`src/rtl/fetch_pc_gen.sv`:
```
// fetch_pc_gen
// Fetch stage between the BPU/ICache and the instruction buffer. Holds the
// fetch PC and issues one dual-word ICache request at a time. It folds in
// the branch prediction for each requested pair. Each returned pair goes to
// the instruction buffer one cycle after icache_data_ok_i. Valid strobes are
// held for a single cycle.
//
// Optional feature: define FETCH_BPU_EN to use the branch predictor. When
// the macro is undefined, predictions are ignored and the PC always
// advances by 8.
//
// Ports
//   clk, rst                 clock, asynchronous active-high reset
//   flush, flush_pc          pipeline redirect and its target
//   buffer_full_i            instruction buffer near-full, blocks new requests
//   bpu_pc_o                 BPU lookup address (same as icache_addr_o)
//   bpu_taken_i/target_i/select_i  prediction for the pair at bpu_pc_o
//   icache_req_o/addr_o      request handshake towards the ICache
//   icache_addr_ok_i         request accepted this cycle
//   icache_data_ok_i         data for the oldest accepted request
//   icache_inst1_i/inst2_i   returned instruction words
//   inst1_o/inst2_o, inst1_addr_o/inst2_addr_o  delivered words and PCs
//   inst1_valid_o/inst2_valid_o  one-cycle write strobes
//   only_delayslot_inst_o    delivered pair carries only the delay slot
//   bpu_predict_info_o       {taken, target} of the delivered pair
//   bpu_select_o             branch slot of the delivered pair

module fetch_pc_gen #(
  parameter logic [31:0] RESET_PC = 32'hBFC00000
) (
  input  logic        clk,
  input  logic        rst,
  input  logic        flush,
  input  logic [31:0] flush_pc,
  input  logic        buffer_full_i,
  output logic [31:0] bpu_pc_o,
  input  logic        bpu_taken_i,
  input  logic [31:0] bpu_target_i,
  input  logic        bpu_select_i,
  output logic        icache_req_o,
  output logic [31:0] icache_addr_o,
  input  logic        icache_addr_ok_i,
  input  logic        icache_data_ok_i,
  input  logic [31:0] icache_inst1_i,
  input  logic [31:0] icache_inst2_i,
  output logic [31:0] inst1_o,
  output logic [31:0] inst2_o,
  output logic [31:0] inst1_addr_o,
  output logic [31:0] inst2_addr_o,
  output logic        inst1_valid_o,
  output logic        inst2_valid_o,
  output logic        only_delayslot_inst_o,
  output logic [32:0] bpu_predict_info_o,
  output logic        bpu_select_o
);

  typedef enum logic {RUN, DSLOT} state_t;

`ifdef FETCH_BPU_EN
  localparam logic BPU_EN = 1'b1;
`else
  localparam logic BPU_EN = 1'b0;
`endif

  state_t      state, state_next;
  logic [31:0] pc;
  logic [31:0] dslot_target;
  logic        outstanding;
  logic        discard;

  logic [31:0] meta_pc;
  logic        meta_taken;
  logic [31:0] meta_target;
  logic        meta_select;
  logic        meta_dslot;

  logic        taken;
  logic        req;
  logic        accept;
  logic        resp;

  assign taken  = BPU_EN & bpu_taken_i;
  assign accept = req & icache_addr_ok_i;
  // A data_ok with nothing outstanding can only be a leftover from before a
  // reset, so it is ignored.
  assign resp   = icache_data_ok_i & outstanding;

  assign icache_req_o  = req;
  assign icache_addr_o = pc;
  assign bpu_pc_o      = pc;

  // State register.
  always_ff @(posedge clk or posedge rst) begin
    if (rst) state <= RUN;
    else     state <= state_next;
  end

  // Next state. A taken branch in the second slot leaves its delay slot
  // unfetched, so one extra single-word fetch is inserted before the target.
  always_comb begin
    state_next = state;
    if (flush) begin
      state_next = RUN;
    end else if (accept) begin
      case (state)
        RUN:   if (taken && bpu_select_i) state_next = DSLOT;
        DSLOT: state_next = RUN;
      endcase
    end
  end

  // Request output. The slot freed by a returning response can be reused
  // in the same cycle.
  always_comb begin
    req = !rst && !flush && !buffer_full_i && (!outstanding || icache_data_ok_i);
  end

  // PC, request tracking and per-request metadata.
  always_ff @(posedge clk or posedge rst) begin
    if (rst) begin
      pc           <= RESET_PC;
      dslot_target <= 32'd0;
      outstanding  <= 1'b0;
      discard      <= 1'b0;
      meta_pc      <= 32'd0;
      meta_taken   <= 1'b0;
      meta_target  <= 32'd0;
      meta_select  <= 1'b0;
      meta_dslot   <= 1'b0;
    end else begin
      if (flush) begin
        pc <= flush_pc;
      end else if (accept) begin
        if (state == DSLOT)                pc <= dslot_target;
        else if (taken && !bpu_select_i)   pc <= bpu_target_i;
        else                               pc <= pc + 32'd8;
      end

      if (accept && state == RUN && taken && bpu_select_i)
        dslot_target <= bpu_target_i;

      if (accept)    outstanding <= 1'b1;
      else if (resp) outstanding <= 1'b0;

      // Data already in flight at a flush belongs to the old path. When it
      // arrives in the flush cycle itself, it is dropped directly instead.
      if (flush && outstanding && !icache_data_ok_i) discard <= 1'b1;
      else if (resp)                                 discard <= 1'b0;

      if (accept) begin
        meta_pc <= pc;
        if (state == DSLOT) begin
          meta_taken  <= 1'b0;
          meta_target <= 32'd0;
          meta_select <= 1'b0;
          meta_dslot  <= 1'b1;
        end else begin
          meta_taken  <= taken;
          meta_target <= bpu_target_i;
          meta_select <= taken & bpu_select_i;
          meta_dslot  <= 1'b0;
        end
      end
    end
  end

  // Delivery to the instruction buffer. Strobes last one cycle. Data and
  // address fields keep their last delivered value.
  always_ff @(posedge clk or posedge rst) begin
    if (rst) begin
      inst1_o               <= 32'd0;
      inst2_o               <= 32'd0;
      inst1_addr_o          <= 32'd0;
      inst2_addr_o          <= 32'd0;
      inst1_valid_o         <= 1'b0;
      inst2_valid_o         <= 1'b0;
      only_delayslot_inst_o <= 1'b0;
      bpu_predict_info_o    <= 33'd0;
      bpu_select_o          <= 1'b0;
    end else begin
      inst1_valid_o         <= 1'b0;
      inst2_valid_o         <= 1'b0;
      only_delayslot_inst_o <= 1'b0;
      if (resp && !discard && !flush) begin
        inst1_o               <= icache_inst1_i;
        inst2_o               <= icache_inst2_i;
        inst1_addr_o          <= meta_pc;
        inst2_addr_o          <= meta_pc + 32'd4;
        inst1_valid_o         <= 1'b1;
        inst2_valid_o         <= !meta_dslot;
        only_delayslot_inst_o <= meta_dslot;
        bpu_predict_info_o    <= meta_taken ? {1'b1, meta_target} : 33'd0;
        bpu_select_o          <= meta_select;
      end
    end
  end

endmodule
```
`config.mk`:
```
export PLATFORM = sky130hd
export DESIGN_NAME = fetch_pc_gen
export DESIGN_NICKNAME = d
export VERILOG_FILES = /design/src/rtl/fetch_pc_gen.sv
export SDC_FILE = /design/constraint.sdc
export NUM_CORES = 1
export LEC_CHECK = 0
export CORE_MARGIN = 2
export CORE_UTILIZATION = 47
export DETAILED_ROUTE_END_ITERATION = 12
export PLACE_DENSITY = 0.86
export SYNTH_ARGS = -nofsm -noshare
export SYNTH_HDL_FRONTEND = slang
export SYNTH_SLANG_ARGS = --single-unit
```
`constraint.sdc`:
```
create_clock -name clk -period 22.1 [get_ports clk]
set_clock_uncertainty 0.2 [all_clocks]
set_input_delay 6.63 -clock clk [delete_from_list [all_inputs] [get_ports clk]]
set_output_delay 6.63 -clock clk [all_outputs]
set_load 0.01 [all_outputs]
```
==> key figures <==
Power
  – VDD IR max: 0.0000531 V
  – Flop pwr share: 44.0%
  – Sw Ratio: 31.8%
  – Int Pwr: 0.786 mW
  – Total power: 1.15 mW
  – Pwr/cell area: 92.6 nW/um^2
  – NetSw: 0.366 mW
  – Clock share of power: 26.9%
  – Lkg Pwr: 5.69 nW
  – Comb pwr share: 29.1%

STA
  – Endpoints failing setup: 0
  – Fin. max-slew vios: 0
  – Final cycle utilization of the critical path: 69.3%
  – Min Hold Slack: 275 ps
  – Final Hold Viols: 0
  – PnR worst setup slack: 6790 ps
  – Post-route setup TNS: 0 ps
  – Slew headroom: 24.7%
  – Slew @ Worst Pin: 1130 ps
  – RSZ-0062 raised after global routing: false
  – Max Fclk: 0.0653 GHz
  – Final min period: 15310 ps

Clocking
  – Sink Count: 193
  – CTS root buffer: clkbuf_16
  – TritonCTS buffer count: 17
  – Clock transition at the registers of the reported paths: 70 ps
  – CTS Hold Bufs: 0
  – Setup Fix Bufs, Post-CTS: 0
  – Post-CTS Resized: 0
  – H-Tree Depth: 4
  – CTS tree: built
  – Clock Tree Buf Depth: 2
  – Worst-skew pair later-pin latency: 430 ps

Finish
  – Share of layout cells above drive strength 1: 4.84%
  – Post-Layout Cell Count: 1540
  – Final Instance Area: 12400 um^2
  – Ant. Diodes: 0
  – Utilization after layout: 66.1%
  – Layout area overhead: 36.9%
  – # nets final: 1405

Logic synthesis
  – Mapped Area: 9090 um^2
  – Post-Syn Instances: 1037
  – Post-synthesis sequential area ratio: 53.3%
  – Warnings from Yosys: 0
  – Avg Inst Size Synth: 8.77 um^2
  – Asr flop ratio synth: 100%
  – Yosys reg bits: 193
  – Post-synth top flop: dfrtp_1
  – Synth cell types: 53
  – Post-synth EDFFs: 0

Route
  – Starting DRC count in detailed routing: 466
  – Pre-antenna DRT Iters: 5
  – DRC viols: 0
  – Final WL: 25.6 mm
  – Number of vias in the routed layout: 8012
  – Vias per Instance: 5.20
  – WL/cell: 16.6 um
  – Routed Antenna Nets: 0

Global routing
  – Global-route wire length before repair: 39.7 mm
  – Total GRT Usage: 24.8%
  – Largest net degree at the start of global routing: 121
  – Vias in the first global route: 7499
  – Initial antenna violation count: 0
  – Global route overflow: 0

Critical path
  – Worst Path Max Fanout: 11
  – CP Capture Type: output pin
  – Worst EP arrival: 8480 ps
  – Critical setup path kind: input port to output pin
  – Startpoint types: input port
  – WP data required: 15270 ps

Die
  – FP Rows: 50
  – IO Count: 366
  – Die footprint: 20500 um^2
  – Chip Width: 143 um
  – Core footprint: 18800 um^2
  – Die H: 143 um
  – Starting Density: 48.3%

Run status
  – Outcome: finished clean

Job
  – Max-Cap Viols: 0

Placement
  – Gp weighted congestion: 0.961
  – Setup Slack @ Placement: 6850 ps
  – Post-DP HPWL: 18.1 mm
  – Placed Cells: 1508
  – IO Port Bufs: 296
  – Post-place instance area: 11800 um^2

Hold path
  – Worst hold path type: flop to flop
==> cell type report <==
class	instances	area (um^2)
Fill cell	1493	6390
Sequential cell	193	4840
Multi-Input combinational cell	742	3620
Timing Repair Buffer	302	3010
Clock buffer	17	425
Tap cell	260	325
Clock inverter	15	170
Inverter	11	50.0
==> critical path: stages <==
cell	delay [ps]
clkdlybuf4s50_1	500
nor2b_1	750
nor4_1	90
clkdlybuf4s50_1	520
==> final timing paths <==
kind                                  startpoint          endpoint  slack [ps]  cells after the start
worst max-delay path            icache_data_ok_i      icache_req_o        6790                      4
worst min-delay path            inst1_addr_o[22]  inst1_addr_o[22]         270                      2
worst max register to register           discard  inst2_addr_o[19]       19310                      6
worst min register to register  inst1_addr_o[22]  inst1_addr_o[22]         270                      2
max in group asynchronous                    rst        inst1_o[7]       13520                      3
min in group asynchronous                    rst       bpu_pc_o[6]        6680                      2
==> sequential cells by signal (all words and copies together) (netlist names) <==
name           cells
bpu_pc_o          32
inst1_addr_o      32
inst1_o           32
inst2_o           32
meta_pc           32
inst2_addr_o      30
discard            1
inst1_valid_o      1
outstanding        1
==> power by group through the flow <==
stage               Combinational, mW  Sequential [mW]  Clock (mW)
floorplan                       0.109            0.532           0
global placement                0.332            0.508           0
detailed placement              0.339            0.513           0
CTS                             0.341            0.506       0.316
global route                    0.366            0.518       0.331
finish                          0.336            0.507       0.309
==> cells in the final DEF (no fill, tap or decap), types with 7 or more instances in the layout <==
master	instances
clkdlybuf4s50_1	296
nand3_1	38
and4_1	10
or4_1	23
inv_1	9
nand4_1	22
o21ai_0	31
a22oi_1	8
dfstp_2	9
xor2_1	8
o31ai_1	7
clkbuf_16	17
and3_1	8
nand2_1	418
or3_1	8
a31oi_1	16
nor2_1	23
xnor2_1	8
nor3_1	9
conb_1	35
dfrtp_1	184
o211ai_1	8
==> cell usage after synthesis (4+ instances only) <==
| library cell | number | share of area (%) |
|---|---|---|
| a21oi_1 | 6 | 0.33 |
| a22oi_1 | 8 | 0.66 |
| a31oi_1 | 16 | 1.1 |
| and2_1 | 6 | 0.41 |
| and3_1 | 8 | 0.55 |
| and4_1 | 10 | 0.96 |
| buf_4 | 70 | 5.8 |
| clkbuf_1 | 50 | 2.1 |
| dfrtp_1 | 184 | 51 |
| dfstp_2 | 9 | 2.6 |
| inv_1 | 10 | 0.41 |
| nand2_1 | 419 | 17 |
| nand3_1 | 38 | 2.1 |
| nand4_1 | 22 | 1.5 |
| nor2_1 | 24 | 0.99 |
| nor3_1 | 9 | 0.50 |
| o211ai_1 | 8 | 0.66 |
| o21ai_0 | 31 | 1.7 |
| o21bai_1 | 6 | 0.50 |
| o311ai_0 | 4 | 0.39 |
| o31ai_1 | 7 | 0.58 |
| or3_1 | 8 | 0.55 |
| or4_1 | 23 | 1.9 |
| xnor2_1 | 8 | 0.77 |
| xor2_1 | 8 | 0.77 |
==> metal layers <==
layer / track usage (%) / vias up / wire [um]
li1: - / 3836 / -
met1: 32.6 / 3776 / 10700
met2: 40.5 / 368 / 12500
met3: 6.24 / 32 / 1990
met4: 7.45 / 0 / 413
met5: 0 / - / 0
==> kinds of logic after synthesis <==
group / after synthesis / share of synthesized area (%)
and+or+nand+nor: 584 / 28.4
DFF: 193 / 53.3
buffers and inverters: 136 / 8.55
AOI/OAI and AO/OA: 100 / 7.34
xor gates and xnor gates: 16 / 1.54
muxes: 5 / 0.592
adders and majority gates: 2 / 0.275
other: 1 / 0.0413
No activity file was read; power rests on OpenSTA's default activity.
